[config.mk]
export PLATFORM = sky130hd
export DESIGN_NAME = pc_gen
export DESIGN_NICKNAME = d
export VERILOG_FILES = /design/src/rtl/pc_gen.sv
export SDC_FILE = /design/constraint.sdc
export NUM_CORES = 1
export LEC_CHECK = 0
export ABC_AREA = 1
export BUFFER_PORTS_ARGS = -buffer_cell sky130_fd_sc_hd__buf_2
export CAP_MARGIN = 0
export CORE_MARGIN = 2
export CORE_UTILIZATION = 35
export DETAILED_ROUTE_END_ITERATION = 10
export GPL_ROUTABILITY_DRIVEN = 0
export PLACE_DENSITY_LB_ADDON = 0.15
export SLEW_MARGIN = 20
export SYNTH_ARGS = -nofsm -noshare
export SYNTH_HDL_FRONTEND = slang
export SYNTH_SLANG_ARGS = --single-unit
[constraint.sdc]
create_clock -name clk -period 1.67 [get_ports clk]
set_input_delay 0.501 -clock clk [delete_from_list [all_inputs] [get_ports clk]]
set_output_delay 0.501 -clock clk [all_outputs]
set_load 0.03 [all_outputs]
[src/rtl/pc_gen.sv]
// pc_gen: fetch-stage program counter with valid/ready handshake,
// trap/redirect steering, halt/resume and misaligned-target detection.
module pc_gen #(
    parameter int unsigned     XLEN         = 32,
    parameter logic [XLEN-1:0] RESET_VECTOR = '0,
    parameter int unsigned     INC          = 4,
    parameter int unsigned     ALIGN_BITS   = 2,
    parameter int unsigned     CNT_W        = 32
) (
    input  logic             clk,
    input  logic             rst,
    output logic [XLEN-1:0]  pc,
    output logic             pc_valid,
    input  logic             pc_ready,
    input  logic             redirect_valid,
    input  logic [XLEN-1:0]  redirect_target,
    input  logic             trap_valid,
    input  logic [XLEN-1:0]  trap_vector,
    input  logic             halt_req,
    input  logic             resume,
    output logic             halted,
    output logic             misalign_err,
    output logic [XLEN-1:0]  err_addr,
    output logic [CNT_W-1:0] fetch_cnt
);

    typedef enum logic [1:0] {
        BOOT = 2'd0,
        RUN  = 2'd1,
        HALT = 2'd2
    } state_t;

    // Low target bits that must be clear for a legal fetch address.
    localparam logic [XLEN-1:0] ALIGN_MASK = (XLEN'(1) << ALIGN_BITS) - XLEN'(1);

    state_t state;
    logic   tgt_aligned_c;
    logic   fire_c;

    assign tgt_aligned_c = (redirect_target & ALIGN_MASK) == '0;
    assign fire_c        = pc_valid && pc_ready;

    // State machine, PC steering, error capture and fetch counting.
    always_ff @(posedge clk) begin
        if (rst) begin
            state        <= BOOT;
            pc           <= RESET_VECTOR;
            pc_valid     <= 1'b0;
            halted       <= 1'b0;
            misalign_err <= 1'b0;
            err_addr     <= '0;
            fetch_cnt    <= '0;
        end else begin
            misalign_err <= 1'b0;

            // A completed handshake always counts, even if the PC is redirected.
            if (fire_c) begin
                fetch_cnt <= fetch_cnt + CNT_W'(1);
            end

            case (state)
                BOOT: begin
                    state    <= RUN;
                    pc_valid <= 1'b1;
                    halted   <= 1'b0;
                end

                RUN: begin
                    if (trap_valid) begin
                        pc <= trap_vector;
                    end else if (redirect_valid && tgt_aligned_c) begin
                        pc <= redirect_target;
                    end else if (redirect_valid) begin
                        err_addr     <= redirect_target;
                        misalign_err <= 1'b1;
                        state        <= HALT;
                        pc_valid     <= 1'b0;
                        halted       <= 1'b1;
                    end else if (halt_req) begin
                        state    <= HALT;
                        pc_valid <= 1'b0;
                        halted   <= 1'b1;
                    end else if (fire_c) begin
                        pc <= pc + XLEN'(INC);
                    end
                end

                HALT: begin
                    if (trap_valid) begin
                        pc       <= trap_vector;
                        state    <= RUN;
                        pc_valid <= 1'b1;
                        halted   <= 1'b0;
                    end else begin
                        if (redirect_valid && tgt_aligned_c) begin
                            pc <= redirect_target;
                        end else if (redirect_valid) begin
                            err_addr     <= redirect_target;
                            misalign_err <= 1'b1;
                        end
                        if (resume) begin
                            state    <= RUN;
                            pc_valid <= 1'b1;
                            halted   <= 1'b0;
                        end
                    end
                end

                default: begin
                    state    <= BOOT;
                    pc_valid <= 1'b0;
                    halted   <= 1'b0;
                end
            endcase
        end
    end

endmodule

Word level (Yosys, flattened, before mapping)
Index checks and enable logic that the tools add are counted.
{ "op_classes": {"n_addsub": 2, "n_eq_ne": 10, "n_mux": 30, "bitwise": 3, "n_reduce_logical": 10} }
{ "ops": {"columns": ["operator", "n"], "rows": [
  ["$mux 32", 7],
  ["$pmux 32 s2", 1],
  ["$add 32x1->32 const B", 1],
  ["$add 32x3->32 const B", 1],
  ["$logic_not 32->1", 1],
  ["$mux 1", 13],
  ["$mux 2", 6],
  ["$ne 4x4->1 const B", 3],
  ["$ne 3x3->1 const B", 3],
  ["$reduce_and 4->1", 2],
  ["$pmux 2 s3", 1],
  ["$reduce_and 5->1", 1],
  ["$ne 2x2->1 const B", 2],
  ["$reduce_or 4->1", 1],
  ["$not 1->1", 3],
  ["$pmux 1 s3", 1],
  ["$eq 2x1->1 const B", 1],
  ["$eq 2x2->1 const B", 1],
  ["$logic_and 1x1->1", 2],
  ["$logic_not 2->1", 1],
  ["$pmux 1 s2", 1],
  ["$reduce_bool 2->1", 1],
  ["$reduce_or 2->1", 1]
]} }
{ "totals": {"regBits": 101, "output_inout_bits": 99, "word_cells": 62} }

Depth between registers and ports, before layout
{ "logic_depth": {"depth_word": 7, "depth_mapped": 11, "depth_no_buf": 11} }

Worst setup path before layout
Ideal clock, no wire load.
{ "synth_timing": {"path_kind": "register to register", "start": "register state[0]", "end": "register pc[20]", "setup_ns": 0.118, "arrival_ns": 1.762, "t_required_ns": 1.552, "path_slack_ns": -0.210, "stages_incl_launch_ff": 10, "n_path_buf": 2, "synth_period_minus_slack_ns": 1.880, "cell_sequence": "dfxtp_1 > inv_1 > ha_1 > or2_2 > nand3_4 > inv_2 > buf_6 > buf_6 > o21ai_1 > a21oi_2"} }
{ "synth_between": {"elab_chain_cells": 3, "word_cells_on_any_way": 9, "cone_classes": "eq/ne (6); mux (1); reduce/logical (2)"} }
{ "synth_lines": {"columns": ["item", "line_no", "text"], "rows": [
  ["start: declaration", "36", "state_t state;"],
  ["start signal: assignment", "46", "state <= BOOT;"],
  ["start signal: assignment", "63", "state <= RUN;"],
  ["start signal: assignment", "76", "state <= HALT;"],
  ["$eq 2x1->1 or $eq 2x2->1 (tied branches)", "61", "case (state)"],
  ["$ne 4x4->1 (no line) (tied with other cells)", null, null],
  ["$reduce_and 5->1 (no line)", null, null],
  ["end signal: assignment", "70", "pc <= trap_vector;"],
  ["end signal: assignment", "72", "pc <= redirect_target;"],
  ["end signal: assignment", "84", "pc <= pc + XLEN'(INC);"],
  ["end: declaration", "12", "output logic [XLEN-1:0] pc,"]
]} }
Several ways; a longest one is shown, not always the timed one.
A chain may end at the register's enable or synchronous reset.

Worst setup path in the final report
{ "layout_timing": {"start": "register pc[17]", "end": "output port pc[17]"} }
No word-level cell between the ends.

==> flow_metrics.env <==
export IMPL_status="complete, no violations"
export IMPL_die_height_um=134
export IMPL_relSlewSlack_pct=77.3
export IMPL_routedWlPerCell_um=14.4
export IMPL_grt_pass1_vias=6158
export IMPL_grt_setup_unrepaired="false"
export IMPL_criticalPathCategory="reg -> out"
export IMPL_grt_busiest_layer="met2"
export IMPL_drive_gt1_share_pct=25.7
export IMPL_crit_arrival_ns=1.12
export IMPL_drtPass1Iterations=5
export IMPL_overflow=0
export IMPL_cts_tree="yes"
export IMPL_finalSetupViolations=0
export IMPL_h_tree_depth=3
export IMPL_grtUsageMet2_pct=38.5
export IMPL_vias=6781
export IMPL_viasPerCell=4.81
export IMPL_grt_first_pass_wirelength_mm=31.9
export IMPL_clkTransAtPathRegs_ns=0.07
export IMPL_swShare_pct=43.3
export IMPL_synthFlopType="dfxtp_1"
export IMPL_post_synth_top_area_cell="dfxtp_1"
export IMPL_vdd_drop_max_v=0.000766
export IMPL_post_dp_hpwl_mm=15.6
export IMPL_cts_max_path_buffers=2
export IMPL_yosys_register_bits=99
export IMPL_drc_errors=0
export IMPL_synth_top_area_share_pct=33.3
export IMPL_syn2layout_area_growth_pct=31.8
export IMPL_hp_class="in -> reg"
export IMPL_hold_buffers=0
export IMPL_power_density_mw_per_mm2=1290
export IMPL_cts_root_buffer_cell="clkbuf_16"
export IMPL_worstMarginPinSlew_ns=0.341
export IMPL_yosysMostFrequentCell="nand2_1"
export IMPL_power_frac_comb_pct=42.5
export IMPL_end_kind="output pin"
export IMPL_grt_use_total_pct=22.3
export IMPL_grt_util_met3_pct=4.54
export IMPL_cp_max_fo=4
export IMPL_finalHoldViolCount=0
export IMPL_finalPower_w=0.0101
export IMPL_synth_edf_count=0
export IMPL_met1_usage_pct=28.2
export IMPL_layout_nets=1261
export IMPL_p_sw_w=0.00437
export IMPL_synth_area_mm2=0.00595
export IMPL_skew_ns=0.00874
export IMPL_maxClockFrequency_mhz=616
export IMPL_finalMaxSlewViolations=0
export IMPL_syn_num_nets=1060
export IMPL_initial_core_util_pct=35.9
export IMPL_crit_path_start_kind="flop"
export IMPL_yosys_warnings=0
export IMPL_clock_power_share_pct=24.0
export IMPL_fin_crit_sh_pct=97.2
export IMPL_fin_hold_ws_ns=0.403
export IMPL_leakage_nw=3.45
export IMPL_die_area_mm2=0.0181
export IMPL_wirelength_mm=20.3
export IMPL_ys_async_sr_fraction_pct=0
export IMPL_numCtsBuffers=9
export IMPL_final_min_clock_period_ns=1.62
export IMPL_maxCapViolations=0
export IMPL_drtIter0Drc=373
export IMPL_avgSynthCellArea_um2=6.05
export IMPL_syn_inst=984
export IMPL_cts_sinks=99
export IMPL_port_buffers=169
export IMPL_antenna_found_initial=1
export IMPL_yosysSeqAreaShare_pct=33.3
export IMPL_grt_max_degree=72
export IMPL_antenna_left=0
export IMPL_p_int_w=0.00571
export IMPL_ys_top_cells_by_area="dfxtp_1, nand2_1, nor2_1, o21ai_0, a21oi_1"
export IMPL_dieWidth_um=134
export IMPL_core_area_mm2=0.0166
export IMPL_insertion_delay_ns=0.36
export IMPL_pwr_share_seq_pct=33.4
export IMPL_ioPinCount=170
export IMPL_netlist_top_cells_count="nand2_1, nor2_1, o21ai_0"
export IMPL_cp_required_ns=1.17
export IMPL_yosysUniqueCellTypes=31
export IMPL_rows=47
[placed cells by master (no fill, tap or decap), types with 2 or more instances in the layout]
cell type	synthesis	final
o21ai_0	106	102
a21oi_1	77	77
inv_8	0	2
nand3_2	2	3
buf_4	0	52
ha_2	0	3
a31oi_1	2	2
inv_2	6	8
inv_4	1	2
nor2_2	7	11
nand3_1	50	49
clkbuf_16	0	9
dfxtp_1	99	86
dfxtp_2	0	11
buf_12	0	6
nand4_1	5	5
nor2_1	166	159
bufinv_16	0	2
xnor2_1	7	7
and3_1	3	3
nand3b_1	11	11
buf_2	13	169
o21ai_1	13	17
or2_2	2	2
xor2_1	6	6
nand2_2	9	10
a22o_1	2	2
o21bai_1	2	2
clkinv_4	0	3
dfxtp_4	0	2
nor2_4	4	7
nand2_1	266	265
nor3_1	4	4
inv_1	89	85
[flip-flops by register name, indices dropped and copies added, names as in the netlist]
| register | cells |
|---|---|
| err_addr | 32 |
| fetch_cnt | 32 |
| halted | 1 |
| misalign_err | 1 |
| pc | 32 |
| state | 1 |
[critical path, cell delays in order (launching register included)]
cell and delay, ns:
dfxtp_1 0.40, buf_4 0.15, buf_2 0.21
[layout make-up]
cell class | count | area, µm²
Antenna cell | 1 | 2.50
Clock buffer | 9 | 225
Timing Repair Buffer | 228 | 1370
Clock inverter | 7 | 109
Sequential cell | 99 | 2000
Fill cell | 1821 | 8740
Inverter | 96 | 365
Tap cell | 220 | 275
Multi-Input combinational cell | 751 | 3490
[final timing paths]
| check | from | end | slack (ns) | cells past startpoint |
|---|---|---|---|---|
| max | pc[17] | pc[17] | 0.05 | 2 |
| min | redirect_target[18] | err_addr[18] | 0.40 | 3 |
| max reg2reg | halted | pc[25] | 0.12 | 8 |
| min reg2reg | fetch_cnt[3] | fetch_cnt[3] | 0.46 | 1 |
[cells by family after synthesis]
kind of cell | share of synthesized area [%]
AOI/OAI and AO/OA | 17.4
buffers and inverters | 9.02
and+or+nand+nor | 37.3
adders and majority gates | 1.05
xor gates and xnor gates | 1.91
DFF | 33.3
[repair_timing]
action | in CTS | in global routing
buffers inserted | 0 | 1
hold endpoints to repair | 0 | 0
setup endpoints to repair | 0 | 35
gates resized for setup | 0 | 36
[power by group through the flow]
stage	registers (W)	logic (W)	clock network [W]
finish	0.00337	0.00428	0.00242
global route	0.00345	0.00472	0.00256
CTS	0.00334	0.00425	0.00247
detailed placement	0.00339	0.00424	0
global placement	0.00340	0.00421	0
floorplan	0.00429	0.00176	0
[through the flow]
step / instances / TNS [ns] / cell area, µm² / worst slack (ns) / util [%]
finish: 1411 / 0 / 7840 / 0.0464 / 47.3
global route: 1411 / 0 / 7840 / 0.00325 / 47.3
CTS: 1409 / 0 / 7750 / 0.0161 / 46.7
detailed placement: 1393 / -1.33 / 7410 / -0.0773 / 44.7
global placement: 1393 / -0.565 / 7410 / -0.0485 / 44.7
floorplan: 984 / -0.0223 / 5960 / -0.0223 / -
[routing by layer]
metal | part of all wire, % | vias up
met1 | 45 | 3024
met5 | 0 | -
met3 | 5.3 | 18
li1 | - | 3549
met2 | 48 | 190
met4 | 1.6 | 0
No activity file was read; power rests on OpenSTA's default activity.
